[src/rtl/coffee_pkg.sv]
// Shared definitions for the water-level sensor encoder: FSM states, display
// codes and the thermometer-pattern helpers used by the classifier.
package coffee_pkg;

  typedef enum logic [1:0] {
    ST_OK      = 2'd0,
    ST_SUSPECT = 2'd1,
    ST_FAULT   = 2'd2
  } state_e;

  localparam logic [2:0] CODE_L0    = 3'b000;
  localparam logic [2:0] CODE_L1    = 3'b001;
  localparam logic [2:0] CODE_L2    = 3'b010;
  localparam logic [2:0] CODE_L3    = 3'b011;
  localparam logic [2:0] CODE_FAULT = 3'b111;

  // A physically plausible level is a thermometer code filled from s1 upward.
  function automatic logic pattern_valid(input logic [2:0] filt);
    return (filt == 3'b000) || (filt == 3'b001) ||
           (filt == 3'b011) || (filt == 3'b111);
  endfunction

  function automatic logic [2:0] level_code(input logic [2:0] filt);
    logic [2:0] code;
    case (filt)
      3'b001:  code = CODE_L1;
      3'b011:  code = CODE_L2;
      3'b111:  code = CODE_L3;
      default: code = CODE_L0;
    endcase
    return code;
  endfunction

endpackage

[src/rtl/debounce_bit.sv]
// One sensor input: two-flop synchronizer followed by a disagreement counter
// that flips the filtered bit after DEB_CYCLES consecutive mismatches.
module debounce_bit #(
  parameter int DEB_CYCLES = 16
) (
  input  logic clk,
  input  logic rst_n,
  input  logic raw,
  output logic filt
);

  localparam int CW = $clog2(DEB_CYCLES + 1);

  logic          sync1_q, sync1_d;
  logic          sync2_q, sync2_d;
  logic          filt_q, filt_d;
  logic [CW-1:0] cnt_q, cnt_d;
  logic [CW-1:0] cnt_inc;

  always_comb begin
    sync1_d = raw;
    sync2_d = sync1_q;
    filt_d  = filt_q;
    cnt_d   = '0;
    cnt_inc = cnt_q + CW'(1);
    if (sync2_q != filt_q) begin
      // The flip and the counter clear land on the same edge.
      if (cnt_inc == CW'(DEB_CYCLES)) begin
        filt_d = ~filt_q;
      end else begin
        cnt_d = cnt_inc;
      end
    end
  end

  always_ff @(posedge clk or negedge rst_n) begin
    if (!rst_n) begin
      sync1_q <= 1'b0;
      sync2_q <= 1'b0;
      filt_q  <= 1'b0;
      cnt_q   <= '0;
    end else begin
      sync1_q <= sync1_d;
      sync2_q <= sync2_d;
      filt_q  <= filt_d;
      cnt_q   <= cnt_d;
    end
  end

  assign filt = filt_q;

endmodule

[src/rtl/cod_ersensores.sv]
// Water-level encoder: debounces three level sensors, classifies the pattern
// and drives a registered display code with fault detection and change pulse.
//
//   state      | meaning
//   ST_OK      | pattern valid, code follows the level
//   ST_SUSPECT | pattern invalid, code frozen, counting invalid cycles
//   ST_FAULT   | invalid too long, code 111 and err until clr with valid pattern
module cod_ersensores
  import coffee_pkg::*;
#(
  parameter int DEB_CYCLES = 16,
  parameter int ERR_CYCLES = 8
) (
  input  logic clk,
  input  logic rst_n,
  input  logic s1,
  input  logic s2,
  input  logic s3,
  input  logic clr,
  output logic A,
  output logic B,
  output logic C,
  output logic err,
  output logic chg
);

  localparam int EW = $clog2(ERR_CYCLES + 1);

  logic [2:0]    filt;
  logic          valid;
  logic [2:0]    code;

  state_e        state_q, state_d;
  logic [EW-1:0] err_cnt_q, err_cnt_d;
  logic [EW-1:0] err_cnt_inc;
  logic [2:0]    abc_q, abc_d;
  logic [2:0]    abc_last_q, abc_last_d;
  logic          err_q, err_d;
  logic          chg_q, chg_d;

  debounce_bit #(.DEB_CYCLES(DEB_CYCLES)) u_deb_s1 (
    .clk(clk), .rst_n(rst_n), .raw(s1), .filt(filt[0])
  );
  debounce_bit #(.DEB_CYCLES(DEB_CYCLES)) u_deb_s2 (
    .clk(clk), .rst_n(rst_n), .raw(s2), .filt(filt[1])
  );
  debounce_bit #(.DEB_CYCLES(DEB_CYCLES)) u_deb_s3 (
    .clk(clk), .rst_n(rst_n), .raw(s3), .filt(filt[2])
  );

  always_comb begin
    valid       = pattern_valid(filt);
    code        = level_code(filt);
    state_d     = state_q;
    err_cnt_d   = err_cnt_q;
    err_cnt_inc = err_cnt_q + EW'(1);
    abc_d       = abc_q;
    err_d       = err_q;

    case (state_q)
      ST_OK: begin
        if (valid) begin
          abc_d = code;
        end else if (ERR_CYCLES <= 1) begin
          state_d = ST_FAULT;
          abc_d   = CODE_FAULT;
          err_d   = 1'b1;
        end else begin
          state_d   = ST_SUSPECT;
          err_cnt_d = EW'(1);
        end
      end
      ST_SUSPECT: begin
        if (valid) begin
          state_d   = ST_OK;
          abc_d     = code;
          err_cnt_d = '0;
        end else if (err_cnt_inc == EW'(ERR_CYCLES)) begin
          state_d   = ST_FAULT;
          abc_d     = CODE_FAULT;
          err_d     = 1'b1;
          err_cnt_d = '0;
        end else begin
          err_cnt_d = err_cnt_inc;
        end
      end
      ST_FAULT: begin
        if (clr && valid) begin
          state_d = ST_OK;
          abc_d   = code;
          err_d   = 1'b0;
        end
      end
      default: begin
        state_d   = ST_OK;
        err_cnt_d = '0;
      end
    endcase

    // chg lags the code by one cycle, so compare against the previous code.
    abc_last_d = abc_q;
    chg_d      = (abc_q != abc_last_q);
  end

  always_ff @(posedge clk or negedge rst_n) begin
    if (!rst_n) begin
      state_q    <= ST_OK;
      err_cnt_q  <= '0;
      abc_q      <= CODE_L0;
      abc_last_q <= CODE_L0;
      err_q      <= 1'b0;
      chg_q      <= 1'b0;
    end else begin
      state_q    <= state_d;
      err_cnt_q  <= err_cnt_d;
      abc_q      <= abc_d;
      abc_last_q <= abc_last_d;
      err_q      <= err_d;
      chg_q      <= chg_d;
    end
  end

  assign A   = abc_q[2];
  assign B   = abc_q[1];
  assign C   = abc_q[0];
  assign err = err_q;
  assign chg = chg_q;

endmodule

[config.mk]
export PLATFORM = sky130hd
export DESIGN_NAME = cod_ersensores
export DESIGN_NICKNAME = d
export VERILOG_FILES = /design/src/rtl/coffee_pkg.sv /design/src/rtl/debounce_bit.sv /design/src/rtl/cod_ersensores.sv
export SDC_FILE = /design/constraint.sdc
export NUM_CORES = 1
export LEC_CHECK = 0
export ABC_AREA = 1
export CAP_MARGIN = 20
export CORE_MARGIN = 2
export CORE_UTILIZATION = 45
export CTS_BUF_LIST = sky130_fd_sc_hd__clkbuf_16
export DETAILED_ROUTE_END_ITERATION = 8
export PLACE_DENSITY_LB_ADDON = 0.15
export SYNTH_ARGS = -nofsm -noshare
export SYNTH_HDL_FRONTEND = slang
export SYNTH_SLANG_ARGS = --single-unit
[constraint.sdc]
create_clock -name clk -period 1.6 [get_ports clk]
set_input_delay 0.16 -clock clk [delete_from_list [all_inputs] [get_ports clk]]
set_output_delay 0.16 -clock clk [all_outputs]
set_load 0.01 [all_outputs]
==> results by group <==
Logic synthesis
  • Syn Inst Count: 179
  • Post-Synth XOR/XNOR Area: 6.10%
  • Ys Warns: 0
  • Synth Area in Simple Gates: 25.3%
  • Post-Syn Area: 0.00172 mm^2
  • Largest family of logic cells by synthesized area: simple AND/OR/NAND/NOR gates
  • Post-synthesis adder-cell area fraction: 5.08%
  • Post-synth top area share: 55.2%
  • Post-Syn Area per Cell: 9.63 um^2
  • #FFs+latches synth: 38
  • Register area share after synthesis: 55.2%
  • Synth Area in Compound Gates: 3.70%
  • Largest cells by area after synthesis: dfrtp_1, nand2_1, ha_1
  • Synth unique cells: 23
  • Post-synthesis mux area share: 0%
  • Syn_nets: 192
  • Yosys top cell by area: dfrtp_1

Clock network
  • CTS root buf: clkbuf_16
  • Total CTS buffers: 5
  • Max Root-Sink Buffers: 2
  • Reg clk slew, reported paths: 50 ps
  • Clk Latency, worst-skew pair: 280 ps
  • Post-CTS Hold Buffers: 1
  • TritonCTS clock tree: yes
  • Post-CTS Setup Inserts: 0
  • H-tree levels: 2
  • Post-CTS sizing: 0
  • Clk sinks: 38

GRT
  • First-pass GRT wire length: 5.00 mm
  • Vias in the first global route: 1219
  • Largest net degree at the start of global routing: 39
  • Total Routing Usage GR: 15.5%
  • Gr ovfl total: 0
  • Initial antenna violation count: 0

Die
  • Die area: 0.00434 mm^2
  • IO Count: 11
  • Core area: 0.00366 mm^2
  • Standard-cell rows: 22
  • Initial Utilization: 47.1%
  • Die Wd: 65.9 um
  • Die height: 65.9 um

Pwr
  • Pleak: 1.04 nW
  • Worst vdd ir: 0.000648 V
  • PD cells: 1260 mW/mm^2
  • Tot Pwr: 2.59 mW

Routing
  • Remaining DRCs: 0
  • Initial DRC count: 64
  • Final ANT Viol Nets: 0
  • Post-DR vias/cell: 4.82
  • WL final: 2.73 mm
  • First-pass DRT Iterations: 4
  • Via Count: 1185
  • WL per Instance: 11.1 um

Timing
  • Fin crit period: 1420 ps
  • WHS: 317 ps
  • Slew margin rel.: 69.8%
  • Clock skew: 2.57 ps
  • Post-route clock period utilization: 88.8%
  • Setup TNS: 0 ps
  • Pins Over Slew Limit: 0
  • Setup violations, final: 0
  • Worst slew pin tran: 453 ps
  • Final Hold Fails: 0
  • Fmax: 0.704 GHz
  • RSZ-0062 raised after global routing: false

Setup path
  • Worst Path Buf+Inv: 1
  • Worst-path maximum fanout: 4
  • Critical path class: reg -> out
  • Slowest CP cell: clkdlybuf4s50_1
  • Largest stage delay on the critical path: 560 ps
  • Worst EP arrival: 1260 ps
  • Required @ worst endpoint: 1440 ps
  • Setup crit start: abc_last_d[2]$_DFFE_PN0P_
  • Nature of the critical path startpoint: register
  • Reg-to-reg startpoint: u_deb_s2.cnt_q[0]$_DFF_PN0_
  • Crit end category: output pin
  • Crit path max-delay family: buffers and inverters
  • Crit path cell chain: clkdlybuf4s50_1

Layout
  • Fill cells: 309
  • Final Instance Area: 0.00206 mm^2
  • Footprint of the multi-input gates: 692 um^2
  • Area grow syn2layout: 19.2%
  • Antenna fix cells: 0
  • Post-Layout Cell Count: 246
  • Layout cell share with drive strength beyond 1: 11.1%
  • Number of nets in the layout: 211
  • Sequential cell area: 951 um^2

Flow run
  • Max-cap viol count: 0

Placement
  • DP HPWL: 2.01 mm
  • Final GP Congestion: 0.777
  • Post-place instance area: 0.00189 mm^2
  • Placed cell count: 238
  • Input/output buffers: 10

Worst hold path
  • Hold Path Class: in -> reg
  • Hold_sp: s1

Status
  • Status: finished, final reports clean
[per-layer routing]
| layer | vias to the layer above | global-route usage [%] | wire, um |
|---|---|---|---|
| met5 | - | 0 | 0 |
| met4 | 0 | 9.38 | 82 |
| met3 | 7 | 3.58 | 66 |
| met2 | 13 | 25.3 | 1290 |
| met1 | 559 | 18.6 | 1300 |
| li1 | 606 | - | - |
[through the flow]
stage,utilization (%),setup slack (ps)
detailed placement,51.5,222
floorplan,-,365
global placement,51.5,267
finish,56.2,179
CTS,56.2,172
global route,56.2,50.4
[logic make-up after synthesis]
| kind of cell | count (synthesis) |
|---|---|
| and+or+nand+nor | 90 |
| DFF | 38 |
| buffers and inverters | 21 |
| xor gates and xnor gates | 12 |
| AOI/OAI and AO/OA | 11 |
| adders and majority gates | 7 |
[sequential cells by signal, summed over array words and instances, names as in the netlist, 2 cells and up]
name,flops
u_deb_s1.cnt_q,5
u_deb_s2.cnt_q,5
u_deb_s3.cnt_q,5
err_cnt_q,4
abc_last_d,3
abc_last_q,3
state_q,2
[final timing paths]
path	end	slack [ps]	cells after the start
max	A	180	1
min	u_deb_s1.sync1_q$_DFF_PN0_	320	1
max reg2reg	u_deb_s2.cnt_q[0]$_DFF_PN0_	200	7
min in group asynchronous	u_deb_s1.cnt_q[2]$_DFF_PN0_	450	3
min reg2reg	u_deb_s3.sync2_q$_DFF_PN0_	350	0
max in group asynchronous	err$_DFFE_PN0P_	820	3
[synthesized netlist by cell type (all sizes together)]
cell	count
nor3	5
nor3b	2
nand2	48
nand3b	1
nor2	18
nand4	5
dfrtp	38
nand3	11
a21oi	5
xor2	5
ha	7
o22ai	1
inv	21
xnor2	7
o21ai	5
[power breakdown]
group / internal (mW) / switching (mW)
clock: 0.720 / 0.351
combinational: 0.173 / 0.269
sequential: 1.03 / 0.0501
total: 1.92 / 0.669
[cells in the final DEF (no fill, tap or decap), types with 7 or more instances in the layout]
master and count:
clkdlybuf4s50_1 9, dfrtp_1 38, ha_1 7, inv_1 18, nand2_1 41, nand3_1 9, nor2_1 18, xnor2_1 7
[layout make-up]
| class | count | share of cell area [%] |
|---|---|---|
| Inverter | 21 | 3.96 |
| Clock buffer | 5 | 6.09 |
| Tap cell | 48 | 2.92 |
| Sequential cell | 38 | 46.3 |
| Multi-Input combinational cell | 120 | 33.7 |
| Timing Repair Buffer | 12 | 5.48 |
| Clock inverter | 2 | 1.64 |
Note: power is estimated with default switching activity, not from simulation.
